$ cat config.mk
export PLATFORM = sky130hd
export DESIGN_NAME = flexbex_imem_responder_flat
export DESIGN_NICKNAME = d
export VERILOG_FILES = /design/src/rtl/flexbex_imem_responder_if.sv /design/src/rtl/flexbex_imem_responder.sv /design/src/flat_wrapper.sv
export SDC_FILE = /design/constraint.sdc
export NUM_CORES = 1
export LEC_CHECK = 0
export CAP_MARGIN = 15
export CORE_MARGIN = 2
export CORE_UTILIZATION = 38
export CTS_CLUSTER_SIZE = 12
export DETAILED_ROUTE_END_ITERATION = 12
export GPL_ROUTABILITY_DRIVEN = 0
export PLACE_DENSITY = 0.86
export SETUP_SLACK_MARGIN = 0.02
export SYNTH_ARGS = -nofsm -noshare
export SYNTH_HDL_FRONTEND = slang
export SYNTH_SLANG_ARGS = --single-unit
$ cat constraint.sdc
create_clock -name clk -period 5.1 [get_ports clk]
set_clock_uncertainty 0.2 [all_clocks]
set_input_delay 1.275 -clock clk [delete_from_list [all_inputs] [get_ports clk]]
set_output_delay 1.275 -clock clk [all_outputs]
set_load 0.05 [all_outputs]
$ cat src/rtl/flexbex_imem_responder_if.sv
// rtl/flexbex_imem_responder_if.sv - instruction-fetch req/gnt/rvalid bus between prefetcher and memory
interface flexbex_imem_responder_if;
  logic        instr_req_i;
  logic [31:0] instr_addr_i;
  logic        instr_gnt_o;
  logic        instr_rvalid_o;
  logic [31:0] instr_rdata_o;

  modport master (
    output instr_req_i,
    output instr_addr_i,
    input  instr_gnt_o,
    input  instr_rvalid_o,
    input  instr_rdata_o
  );

  modport slave (
    input  instr_req_i,
    input  instr_addr_i,
    output instr_gnt_o,
    output instr_rvalid_o,
    output instr_rdata_o
  );
endinterface

$ cat src/rtl/flexbex_imem_responder.sv
// rtl/flexbex_imem_responder.sv - fixed-latency in-order instruction memory responder
// Grants fetches within an outstanding-credit budget, reads a 1-cycle SRAM and returns data after 2+WAIT_STATES cycles.
module flexbex_imem_responder #(
  parameter int unsigned ADDR_WIDTH      = 10,
  parameter logic [31:0] BASE_ADDR       = 32'h0000_0000,
  parameter int unsigned WAIT_STATES     = 0,
  parameter int unsigned MAX_OUTSTANDING = 2,
  parameter logic [31:0] OOB_RDATA       = 32'h0000_0000
) (
  input  logic                           clk,
  input  logic                           rst,
  flexbex_imem_responder_if.slave        bus,
  input  logic                           mem_busy_i,
  output logic                           mem_en_o,
  output logic [ADDR_WIDTH-1:0]          mem_addr_o,
  input  logic [31:0]                    mem_rdata_i,
  output logic [2:0]                     outstanding_o,
  output logic                           err_o
);

  localparam int unsigned DEPTH        = 1 + WAIT_STATES;
  localparam logic [32:0] WINDOW_BYTES = 33'd4 << ADDR_WIDTH;
  localparam logic [2:0]  CREDIT_MAX   = 3'(MAX_OUTSTANDING);

  logic [31:0] w_offset;
  logic        w_in_range;
  logic        w_retire;
  logic [2:0]  w_out_net;
  logic        w_credit_ok;
  logic        w_gnt;

  logic        r_cap_valid;
  logic        r_cap_oob;
  logic        r_dl_valid [DEPTH];
  logic [31:0] r_dl_data  [DEPTH];
  logic [2:0]  r_outstanding;
  logic        r_err;

  assign w_offset    = bus.instr_addr_i - BASE_ADDR;
  assign w_in_range  = {1'b0, w_offset} < WINDOW_BYTES;
  assign w_retire    = r_dl_valid[DEPTH-1];
  assign w_out_net   = r_outstanding - {2'b00, w_retire};
  assign w_credit_ok = w_out_net < CREDIT_MAX;

  // Out-of-range fetches never touch the SRAM, so a busy port does not stall them.
  assign w_gnt = ~rst & bus.instr_req_i & (~mem_busy_i | ~w_in_range) & w_credit_ok;

  assign bus.instr_gnt_o    = w_gnt;
  assign bus.instr_rvalid_o = r_dl_valid[DEPTH-1];
  assign bus.instr_rdata_o  = r_dl_data[DEPTH-1];
  assign mem_en_o           = w_gnt & w_in_range;
  assign mem_addr_o         = w_offset[ADDR_WIDTH+1:2];
  assign outstanding_o      = r_outstanding;
  assign err_o              = r_err;

  // Stage data only advances with a valid entry, so the output word holds between responses.
  always_ff @(posedge clk or posedge rst) begin
    if (rst) begin
      r_cap_valid <= 1'b0;
      r_cap_oob   <= 1'b0;
      for (int i = 0; i < int'(DEPTH); i++) begin
        r_dl_valid[i] <= 1'b0;
        r_dl_data[i]  <= 32'h0000_0000;
      end
    end else begin
      r_cap_valid   <= w_gnt;
      r_cap_oob     <= ~w_in_range;
      r_dl_valid[0] <= r_cap_valid;
      if (r_cap_valid) begin
        r_dl_data[0] <= r_cap_oob ? OOB_RDATA : mem_rdata_i;
      end
      for (int i = 1; i < int'(DEPTH); i++) begin
        r_dl_valid[i] <= r_dl_valid[i-1];
        if (r_dl_valid[i-1]) begin
          r_dl_data[i] <= r_dl_data[i-1];
        end
      end
    end
  end

  always_ff @(posedge clk or posedge rst) begin
    if (rst) begin
      r_outstanding <= 3'd0;
      r_err         <= 1'b0;
    end else begin
      r_outstanding <= r_outstanding + {2'b00, w_gnt} - {2'b00, w_retire};
      if (w_gnt & ~w_in_range) begin
        r_err <= 1'b1;
      end
    end
  end

endmodule

$ cat src/flat_wrapper.sv
// flat-port wrapper written by rule: the top's interface ports become plain ports
module flexbex_imem_responder_flat 
#(
  parameter int unsigned ADDR_WIDTH      = 10,
  parameter logic [31:0] BASE_ADDR       = 32'h0000_0000,
  parameter int unsigned WAIT_STATES     = 0,
  parameter int unsigned MAX_OUTSTANDING = 2,
  parameter logic [31:0] OOB_RDATA       = 32'h0000_0000
)
  (clk, rst, mem_busy_i, mem_en_o, mem_addr_o, mem_rdata_i, outstanding_o, err_o, bus_instr_req_i, bus_instr_addr_i, bus_instr_gnt_o, bus_instr_rvalid_o, bus_instr_rdata_o);
  flexbex_imem_responder_if bus_i ();
  input  logic clk;
  input  logic rst;
  input  logic mem_busy_i;
  output logic mem_en_o;
  output logic [ADDR_WIDTH-1:0] mem_addr_o;
  input  logic [31:0] mem_rdata_i;
  output logic [2:0] outstanding_o;
  output logic err_o;
  input wire logic [$bits(bus_i.instr_req_i)-1:0] bus_instr_req_i;
  input wire logic [$bits(bus_i.instr_addr_i)-1:0] bus_instr_addr_i;
  output wire logic [$bits(bus_i.instr_gnt_o)-1:0] bus_instr_gnt_o;
  output wire logic [$bits(bus_i.instr_rvalid_o)-1:0] bus_instr_rvalid_o;
  output wire logic [$bits(bus_i.instr_rdata_o)-1:0] bus_instr_rdata_o;
  assign bus_i.instr_req_i = bus_instr_req_i;
  assign bus_i.instr_addr_i = bus_instr_addr_i;
  assign bus_instr_gnt_o = bus_i.instr_gnt_o;
  assign bus_instr_rvalid_o = bus_i.instr_rvalid_o;
  assign bus_instr_rdata_o = bus_i.instr_rdata_o;
  flexbex_imem_responder #(.ADDR_WIDTH(ADDR_WIDTH), .BASE_ADDR(BASE_ADDR), .WAIT_STATES(WAIT_STATES), .MAX_OUTSTANDING(MAX_OUTSTANDING), .OOB_RDATA(OOB_RDATA)) u_core (.clk(clk), .rst(rst), .bus(bus_i), .mem_busy_i(mem_busy_i), .mem_en_o(mem_en_o), .mem_addr_o(mem_addr_o), .mem_rdata_i(mem_rdata_i), .outstanding_o(outstanding_o), .err_o(err_o));
endmodule
== Yosys cells after proc, flatten, opt, wreduce, memory -nomap -nowiden ==
Cells that the tools add are included.

* $add $sub $neg: 3
* Mux-type cells: 1
* Bitwise logic cells: 9
* Magnitude comparators: 2

{| class="wikitable"
|+ Operators with widths
! cell !! number
|-
| less-than comparator 32 x 13 -> 1 bit, second input constant || 1
|-
| two-way mux 32 bit || 1
|-
| subtractor 3 x 1 -> 3 bit || 2
|-
| AND 1 bit || 5
|-
| adder 3 x 1 -> 3 bit || 1
|-
| less-than comparator 3 x 2 -> 1 bit, second input constant || 1
|-
| inverter 1 bit || 3
|-
| OR 1 bit || 1
|}

* Word-level logic and storage cells: 21
* Output and inout bits: 49
* Input port bits: 68
* Bits in registers: 39

== Logic depth before layout (Yosys ltp) ==
Gate-level depths: netlist of run 1.

* Word-level depth: 7
* Depth in mapped cells: 12
* Depth with buffers taken out: 12

== Least setup slack after synthesis of run 1 ==
OpenSTA, ideal clock, no wires.

* Path kind: in2out
* Start point: input port rst
* End point: output port bus_instr_gnt_o
* Stages on the path: 3
* Path buffers: 0
* Data required time: 3.625 ns
* Path slack: 0.392 ns
* Data arrival time: 3.233 ns
* Path through: inv_1 -> nand4_1 -> a31oi_1

* Longest elaborated chain between the ends: 4

{| class="wikitable"
|+ Ends and longest elaborated chain
! element !! line !! source
|-
| from (decl) || flat_wrapper.sv:13 || <nowiki>input logic rst;</nowiki>
|-
| inverter 1 bit || flexbex_imem_responder.sv:46 || <nowiki>assign w_gnt = ~rst & bus.instr_req_i & (~mem_busy_i | ~w_in_range) & w_credit_ok;</nowiki>
|-
| AND 1 bit (3 in series) || flexbex_imem_responder.sv:46 ||
|-
| to (decl) || flat_wrapper.sv:22 || <nowiki>output wire logic [$bits(bus_i.instr_gnt_o)-1:0] bus_instr_gnt_o;</nowiki>
|}

Every way passes these cells.

== Worst setup path in the final report of run 1 ==
* Start point: input port bus_instr_addr_i[27]
* End point: output port mem_en_o

* Longest elaborated chain between the ends: 6

{| class="wikitable"
|+ Ends and longest elaborated chain
! element !! line !! source
|-
| from (decl) || flat_wrapper.sv:21 || <nowiki>input wire logic [$bits(bus_i.instr_addr_i)-1:0] bus_instr_addr_i;</nowiki>
|-
| less-than comparator 32 x 13 -> 1 bit (*) || flexbex_imem_responder.sv:40 || <nowiki>assign w_in_range = {1'b0, w_offset} < WINDOW_BYTES;</nowiki>
|-
| inverter 1 bit || flexbex_imem_responder.sv:46 ||
|-
| OR 1 bit || flexbex_imem_responder.sv:46 ||
|-
| AND 1 bit (2 in series) || flexbex_imem_responder.sv:46 ||
|-
| AND 1 bit (*) || flexbex_imem_responder.sv:51 || <nowiki>assign mem_en_o = w_gnt & w_in_range;</nowiki>
|-
| to (decl) || flat_wrapper.sv:15 || <nowiki>output logic mem_en_o;</nowiki>
|}

Mark *: on every way between the ends. The rest lies on a longest branch, timed or not.

==> summary.log, run 1 <==
qor: status.outcome finished, final reports clean
qor: global_routing.first_global_vias 1493
qor: cells_and_area.syn2layout_area_growth 61.38%
qor: setup_path.reg2reg_to u_core.outstanding_o[2]
qor: cells_and_area.layout_common_cells sky130_fd_sc_hd__clkdlybuf4s50_1, sky130_fd_sc_hd__dfrtp_1, sky130_fd_sc_hd__inv_1
qor: synth.dominantRegCellSynth sky130_fd_sc_hd__dfrtp_1
qor: worst_hold_path.worst_hold_path.endpoint u_core.bus.instr_rdata_o[30]
qor: global_routing.grt_start_max_net_pins 40
qor: worst_hold_path.hold_depth 1
qor: synth.synthesis.instances 180
qor: setup_path.setup.worst_path.start_class input port
qor: global_routing.gr-total-overflow 0
qor: synth.synth_nets 252
qor: global_routing.grt_usage 16.88%
qor: timing.slew_viol_final 0
qor: floorplan.starting_density 39.28%
qor: cells_and_area.fin_nets 339
qor: clock_network.tritoncts yes
qor: synth.yosysUniqueCellTypes 24
qor: timing.finalCriticalPeriod 4.284 ns
qor: power_and_ir_drop.power.density_cell_area 396.8 mW/mm2
qor: cells_and_area.n_antenna_cell 0
qor: detailed_routing.drt-pass1-iter-count 4
qor: timing.setup_total_negative_slack 0 ns
qor: timing.max_slew_margin 30.50%
qor: setup_path.rr_startpoint u_core.bus.instr_rvalid_o
qor: cells_and_area.regArea 975.9 um2
qor: setup_path.path_max_fanout 4
qor: clock_network.clock-sinks 39
qor: clock_network.postCtsSetupBuffers 0
qor: floorplan.core_area 0.004354 mm2
qor: global_routing.grt_antenna_before_repair 0
qor: detailed_routing.drt_first_iter_violations 83
qor: setup_path.worst_ep_required_time 3.62 ns
qor: synth.synth_enable_flop_cells 0
qor: setup_path.ff2ff_path_depth 12
qor: floorplan.chipWidth 71.09 um
qor: detailed_routing.route.detailed.vias_per_inst 4.630
qor: floorplan.num_io_pins 117
qor: floorplan.floorplan.die.height 71.09 um
qor: clock_network.htree_levels 2
qor: floorplan.fp-row-count 24
qor: synth.yosys_register_bits 39
qor: worst_hold_path.hold_path_startpoint u_core.r_cap_oob
qor: timing.timing.final.setup_violations 0
qor: clock_network.cts.clk_slew.worst_paths 0.07 ns
qor: timing.worst_slew_pin_slew 1.042 ns
qor: cells_and_area.final_layout_size_suffix_gt1_share 5.618%
qor: synth.average_size_of_a_mapped_cell 9.502 um2
qor: cells_and_area.layout.cells.most_common sky130_fd_sc_hd__clkdlybuf4s50_1
qor: setup_path.cp.arrival 2.81 ns
qor: clock_network.cts.hold.buffers_added 0
qor: setup_path.critical_path.endpoint_type output port
qor: timing.grt_setup_unrepaired no
qor: detailed_routing.routed_wire_length_per_instance 12.50 um
qor: flow_run.number_of_violations_of_the_max_capacitance_limit 0
qor: worst_hold_path.timing.hold.worst.class reg2reg
qor: clock_network.cts_resized 0
qor: place.portBuffers 94
qor: global_routing.grt_first_pass_wirelength 6693 um
qor: synth.post_synth_instance_area 0.001710 mm2
qor: place.detailed_place_hpwl 3027 um
qor: timing.finalHoldViolCount 0
qor: cells_and_area.multi_input_area 496.7 um2
qor: floorplan.die_area 0.005054 mm2
qor: cells_and_area.fillers 388
qor: synth.synth_warnings 0
qor: synth.synth_sequential_area_ratio 57.06%
qor: clock_network.cts_root_buf sky130_fd_sc_hd__clkbuf_8
qor: detailed_routing.route.final.wire_length 3988 um
qor: clock_network.clk_path_buf_depth 2
qor: clock_network.clkLatencyLatePin 0.28 ns
qor: clock_network.cts-buffers-inserted 5
qor: timing.maxClockFrequency 0.2334 GHz
qor: power_and_ir_drop.ir_drop 0.0002113 V
qor: cells_and_area.post_route_core_utilization 63.39%
qor: detailed_routing.detail_route.drc_violations 0
qor: power_and_ir_drop.power.leakage 0.001143 uW
qor: synth.async_reset_ff_share 100.0%
qor: timing.timing.final.crit_share 83.99%
qor: detailed_routing.dr_total_vias 1477
qor: setup_path.r2r_slack 2.41 ns
qor: detailed_routing.ant_nets 0
qor: setup_path.critical_path_class in2out
[cell usage after synthesis, types with 3 or more instances]
cell | instances | area share, %
sky130_fd_sc_hd__ha_1 | 3 | 2.2
sky130_fd_sc_hd__inv_1 | 37 | 8.1
sky130_fd_sc_hd__o21ai_0 | 11 | 3.2
sky130_fd_sc_hd__nor4_1 | 3 | 1.1
sky130_fd_sc_hd__buf_2 | 3 | 0.88
sky130_fd_sc_hd__dfrtp_1 | 39 | 57
sky130_fd_sc_hd__clkbuf_1 | 3 | 0.66
sky130_fd_sc_hd__xnor2_1 | 3 | 1.5
sky130_fd_sc_hd__buf_4 | 10 | 4.4
sky130_fd_sc_hd__nand2_1 | 33 | 7.2
sky130_fd_sc_hd__o21ai_1 | 20 | 5.9
[routing by layer]
metal / global-route usage (%) / share of wire (%) / wire length (um) / up-vias
met2: 27.93 / 49 / 1951 / 65
met1: 21.36 / 42 / 1665 / 683
met5: 0 / 0 / 0 / -
met3: 3.419 / 7.8 / 310 / 8
met4: 7.757 / 1.5 / 60 / 0
li1: - / - / - / 721
[flip-flops by register name (all words and copies together), names as in the netlist]
name and flops:
u_core.err_o 1, u_core.bus.instr_rvalid_o 1, u_core.r_cap_valid 1, u_core.r_cap_oob 1
u_core.outstanding_o 3, u_core.bus.instr_rdata_o 32
[where the power goes]
part | total, uW | internal, uW | switching [uW]
clock network | 204 | 106 | 98.0
logic | 472 | 184 | 289
registers | 419 | 368 | 50.9
total | 1100 | 657 | 438
[cell type report]
| type | count | share of cell area [%] |
|---|---|---|
| clock buffer | 6 | 2.992 |
| sequential | 39 | 35.36 |
| inverter | 37 | 5.032 |
| multi-input combinational | 88 | 18.00 |
| clock inverter | 1 | 0.1813 |
| timing repair buffer | 96 | 36.08 |
| tap | 52 | 2.357 |
[how the worst max path moves through the flow]
stage,cells past startpoint,slack (ns),endpoint,startpoint
after floorplan,3,0.39,bus_instr_gnt_o,rst
after global placement,5,0.83,mem_en_o,bus_instr_addr_i[27]
after detailed placement,5,0.82,mem_en_o,bus_instr_addr_i[27]
after CTS,5,0.81,mem_en_o,bus_instr_addr_i[27]
after global routing,5,0.75,mem_en_o,bus_instr_addr_i[27]
final,5,0.82,mem_en_o,bus_instr_addr_i[27]
[critical path: stages]
cell	delay [ns]
sky130_fd_sc_hd__clkdlybuf4s50_1	0.41
sky130_fd_sc_hd__or4_4	0.56
sky130_fd_sc_hd__nor2_4	0.15
sky130_fd_sc_hd__and4b_1	0.26
sky130_fd_sc_hd__buf_12	0.15
[stage by stage]
step	std cells	hold WS [ns]	cell area (um2)	total power, uW	setup WS (ns)
5_1_grt	319	0.3005	2760	1150	0.7481
2_1_floorplan	180	0.2346	1710	732.0	0.3916
3_3_place_gp	311	0.2664	2645	891.7	0.8307
6_report	319	0.2865	2760	1095	0.8163
4_1_cts	319	0.2969	2760	1114	0.8121
3_5_place_dp	312	0.2848	2673	903.5	0.8211
[logic make-up (layout without fill, tap and decap cells)]
kind of cell,Yosys count,after routing,synth area share [%]
buf+inv,53,140,14.04
simple gates,46,46,13.17
flops,39,39,57.06
compound gates,35,35,10.83
fa+ha+maj,4,4,3.365
xor+xnor,3,3,1.536
No activity file was read; power rests on OpenSTA's default activity.
==> run 2: changes to the inputs <==
--- a/config.mk
+++ b/config.mk
@@ -7,11 +7,11 @@
 export LEC_CHECK = 0
 export CAP_MARGIN = 15
 export CORE_MARGIN = 2
-export CORE_UTILIZATION = 38
+export CORE_UTILIZATION = 32
 export CTS_CLUSTER_SIZE = 12
 export DETAILED_ROUTE_END_ITERATION = 12
 export GPL_ROUTABILITY_DRIVEN = 0
-export PLACE_DENSITY = 0.86
+export PLACE_DENSITY = 0.77
 export SETUP_SLACK_MARGIN = 0.02
 export SYNTH_ARGS = -nofsm -noshare
 export SYNTH_HDL_FRONTEND = slang
==> constraint.sdc (replaced) <==
create_clock -name clk -period 3.55 [get_ports clk]
set_clock_uncertainty 0.2 [all_clocks]
set_input_delay 0.8875 -clock clk [delete_from_list [all_inputs] [get_ports clk]]
set_output_delay 0.8875 -clock clk [all_outputs]
set_load 0.05 [all_outputs]
==> summary.log, run 2 (synthesized netlist as in run 1, its figures left out) <==
qor: cells_and_area.post_route_core_utilization 54.04% [-9.3 points]
qor: power_and_ir_drop.power.density_cell_area 568.5 mW/mm2 [+43%]
qor: timing.setup_total_negative_slack 0 ns [unchanged]
qor: clock_network.cts_root_buf sky130_fd_sc_hd__clkbuf_8
qor: clock_network.clock-sinks 39 [unchanged]
qor: global_routing.grt_antenna_before_repair 0 [unchanged]
qor: floorplan.chipWidth 77.11 um [+8.5%]
qor: setup_path.timing.critical_path.max_delay_family buffers and inverters
qor: cells_and_area.fin_nets 342 [+0.88%]
qor: setup_path.path_depth 6 [+1]
qor: status.outcome finished, final reports clean
qor: timing.finalHoldViolCount 0 [unchanged]
qor: detailed_routing.ant_nets 0 [unchanged]
qor: global_routing.first_global_vias 1580 [+5.8%]
qor: timing.max_slew_margin 54.12% [+24 points]
qor: cells_and_area.final_layout_size_suffix_gt1_share 7.407% [+1.8 points]
qor: setup_path.ff2ff_path_depth 12 [unchanged]
qor: floorplan.starting_density 33.28% [-6.0 points]
qor: setup_path.cp.arrival 2.37 ns [-0.44 ns]
qor: floorplan.floorplan.die.height 77.11 um [+8.5%]
qor: detailed_routing.dr_total_vias 1489 [+0.81%]
qor: setup_path.critical_path.endpoint_type output port
qor: worst_hold_path.hold_depth 1 [unchanged]
qor: cells_and_area.number_of_flip_flops_in_the_largest_register 32 [unchanged]
qor: clock_network.tritoncts yes
qor: setup_path.crit_path_max_incr_delay 0.55 ns [about the same]
qor: global_routing.grt_start_max_net_pins 40 [unchanged]
qor: floorplan.num_io_pins 117 [unchanged]
qor: setup_path.crit_path_cell_trace clkdlybuf4s50_1 -> or4_4 -> nor2_4 -> buf_4 -> a31oi_2 -> buf_6
qor: cells_and_area.fin_area 0.002778 mm2 [+0.63%]
qor: global_routing.grt_usage 15.13% [-1.7 points]
qor: detailed_routing.route.detailed.vias_per_inst 4.379 [-5.4%]
qor: clock_network.htree_levels 2 [unchanged]
qor: floorplan.fp-row-count 26 [+8.3%]
qor: detailed_routing.route.final.wire_length 4097 um [+2.7%]
qor: floorplan.core_area 0.005140 mm2 [+18%]
qor: flow_run.number_of_violations_of_the_max_capacitance_limit 0 [unchanged]
qor: clock_network.cts_resized 0 [unchanged]
qor: timing.timing.final.crit_share 97.49%
qor: clock_network.postCtsSetupBuffers 0 [unchanged]
qor: power_and_ir_drop.ir_drop 0.0004069 V [+93%]
qor: clock_network.cts.hold.buffers_added 0 [unchanged]
qor: clock_network.cts-buffers-inserted 5 [unchanged]
qor: setup_path.critical_path_class in2out
qor: place.portBuffers 94 [unchanged]
qor: global_routing.grt_first_pass_wirelength 7196 um [+7.5%]
qor: floorplan.die_area 0.005946 mm2 [+18%]
qor: cells_and_area.syn2layout_area_growth 62.40%
qor: timing.grt_setup_unrepaired no
qor: worst_hold_path.timing.hold.worst.class reg2reg
qor: setup_path.crit_slowest_cell sky130_fd_sc_hd__or4_4
qor: global_routing.gr-total-overflow 0 [unchanged]
qor: setup_path.path_max_fanout 3 [-1]
qor: detailed_routing.detail_route.drc_violations 0 [unchanged]
qor: clock_network.cts.clk_slew.worst_paths 0.07 ns [about the same]
qor: timing.worst_slew_pin_slew 0.6851 ns [-0.3573 ns]
qor: timing.finalCriticalPeriod 3.461 ns
qor: clock_network.clkLatencyLatePin 0.28 ns [about the same]
qor: timing.maxClockFrequency 0.2890 GHz
qor: setup_path.setup.worst_path.start_class input port
qor: place.placed_cell_area 0.002683 mm2 [+0.37%]
qor: detailed_routing.drt-pass1-iter-count 3 [-1]
qor: cells_and_area.n_antenna_cell 0 [unchanged]
qor: place.detailed_place_hpwl 3015 um [-0.38%]
qor: cells_and_area.layout_common_cells sky130_fd_sc_hd__clkdlybuf4s50_1, sky130_fd_sc_hd__dfrtp_1, sky130_fd_sc_hd__inv_1
qor: cells_and_area.layout.cells.most_common sky130_fd_sc_hd__clkdlybuf4s50_1
qor: clock_network.clk_path_buf_depth 2 [unchanged]
qor: detailed_routing.drt_first_iter_violations 34 [-59%]
qor: timing.timing.final.setup_violations 0 [unchanged]
qor: power_and_ir_drop.power.leakage 0.001144 uW [+0.12%]
qor: setup_path.worst-path-buf-inv 3 [+1]
qor: timing.slew_viol_final 0 [unchanged]
qor: setup_path.worst_ep_required_time 2.46 ns [-1.16 ns]
qor: detailed_routing.routed_wire_length_per_instance 12.05 um [-3.6%]
run 2: final timing paths:
check	to	startpoint	slack, ns
setup / recovery	bus_instr_gnt_o	bus_instr_addr_i[27]	0.09
hold / removal	u_core.bus.instr_rdata_o[30]	u_core.r_cap_oob	0.28
setup reg to reg	u_core.outstanding_o[2]	u_core.bus.instr_rvalid_o	0.80
hold reg to reg	u_core.bus.instr_rdata_o[30]	u_core.r_cap_oob	0.28
max in group asynchronous	u_core.bus.instr_rdata_o[1]	rst	1.89
min in group asynchronous	u_core.err_o	rst	0.91
run 2: per-layer routing:
metal,wire length (um),track usage (%)
met5,0,0
met4,53,5.179
met3,351,4.824
met2,2022,27.28
met1,1670,16.74
run 2: through the flow:
stage               total power, uW  setup WS [ns]  hold WS [ns]  instances
finish                         1579        0.08921        0.2809        340
global route                   1663        0.02063        0.3059        340
CTS                            1601        0.05950        0.2863        340
detailed placement             1295     0.00002554        0.2744        333
global placement               1282        0.02891        0.2686        333
floorplan                      1053         0.2401        0.2346        180
run 2: power breakdown:
part	switching (uW)	total (uW)	internal (uW)
sequential	54.4	583	529
clock	146	298	152
combinational	435	698	263
run 2: worst register-to-register path: cells and delay by family (launching register included):
family | cells | cell delay (ns)
simple gates | 2 | 0.30
xor+xnor | 3 | 0.50
compound gates | 1 | 0.22
fa+ha+maj | 4 | 0.95
buf+inv | 2 | 0.11
flops | 1 | 0.39
run 2: area by class of cell:
| cell class | count | area, um2 |
|---|---|---|
| repair buffers | 99 | 980.9 |
| clock inverters | 1 | 5.005 |
| well taps | 70 | 87.58 |
| inverters | 37 | 142.6 |
| multi-input cells | 88 | 503.0 |
| flip-flops and latches | 39 | 975.9 |
| fillers | 501 | 2362 |
| clock buffers | 6 | 82.58 |
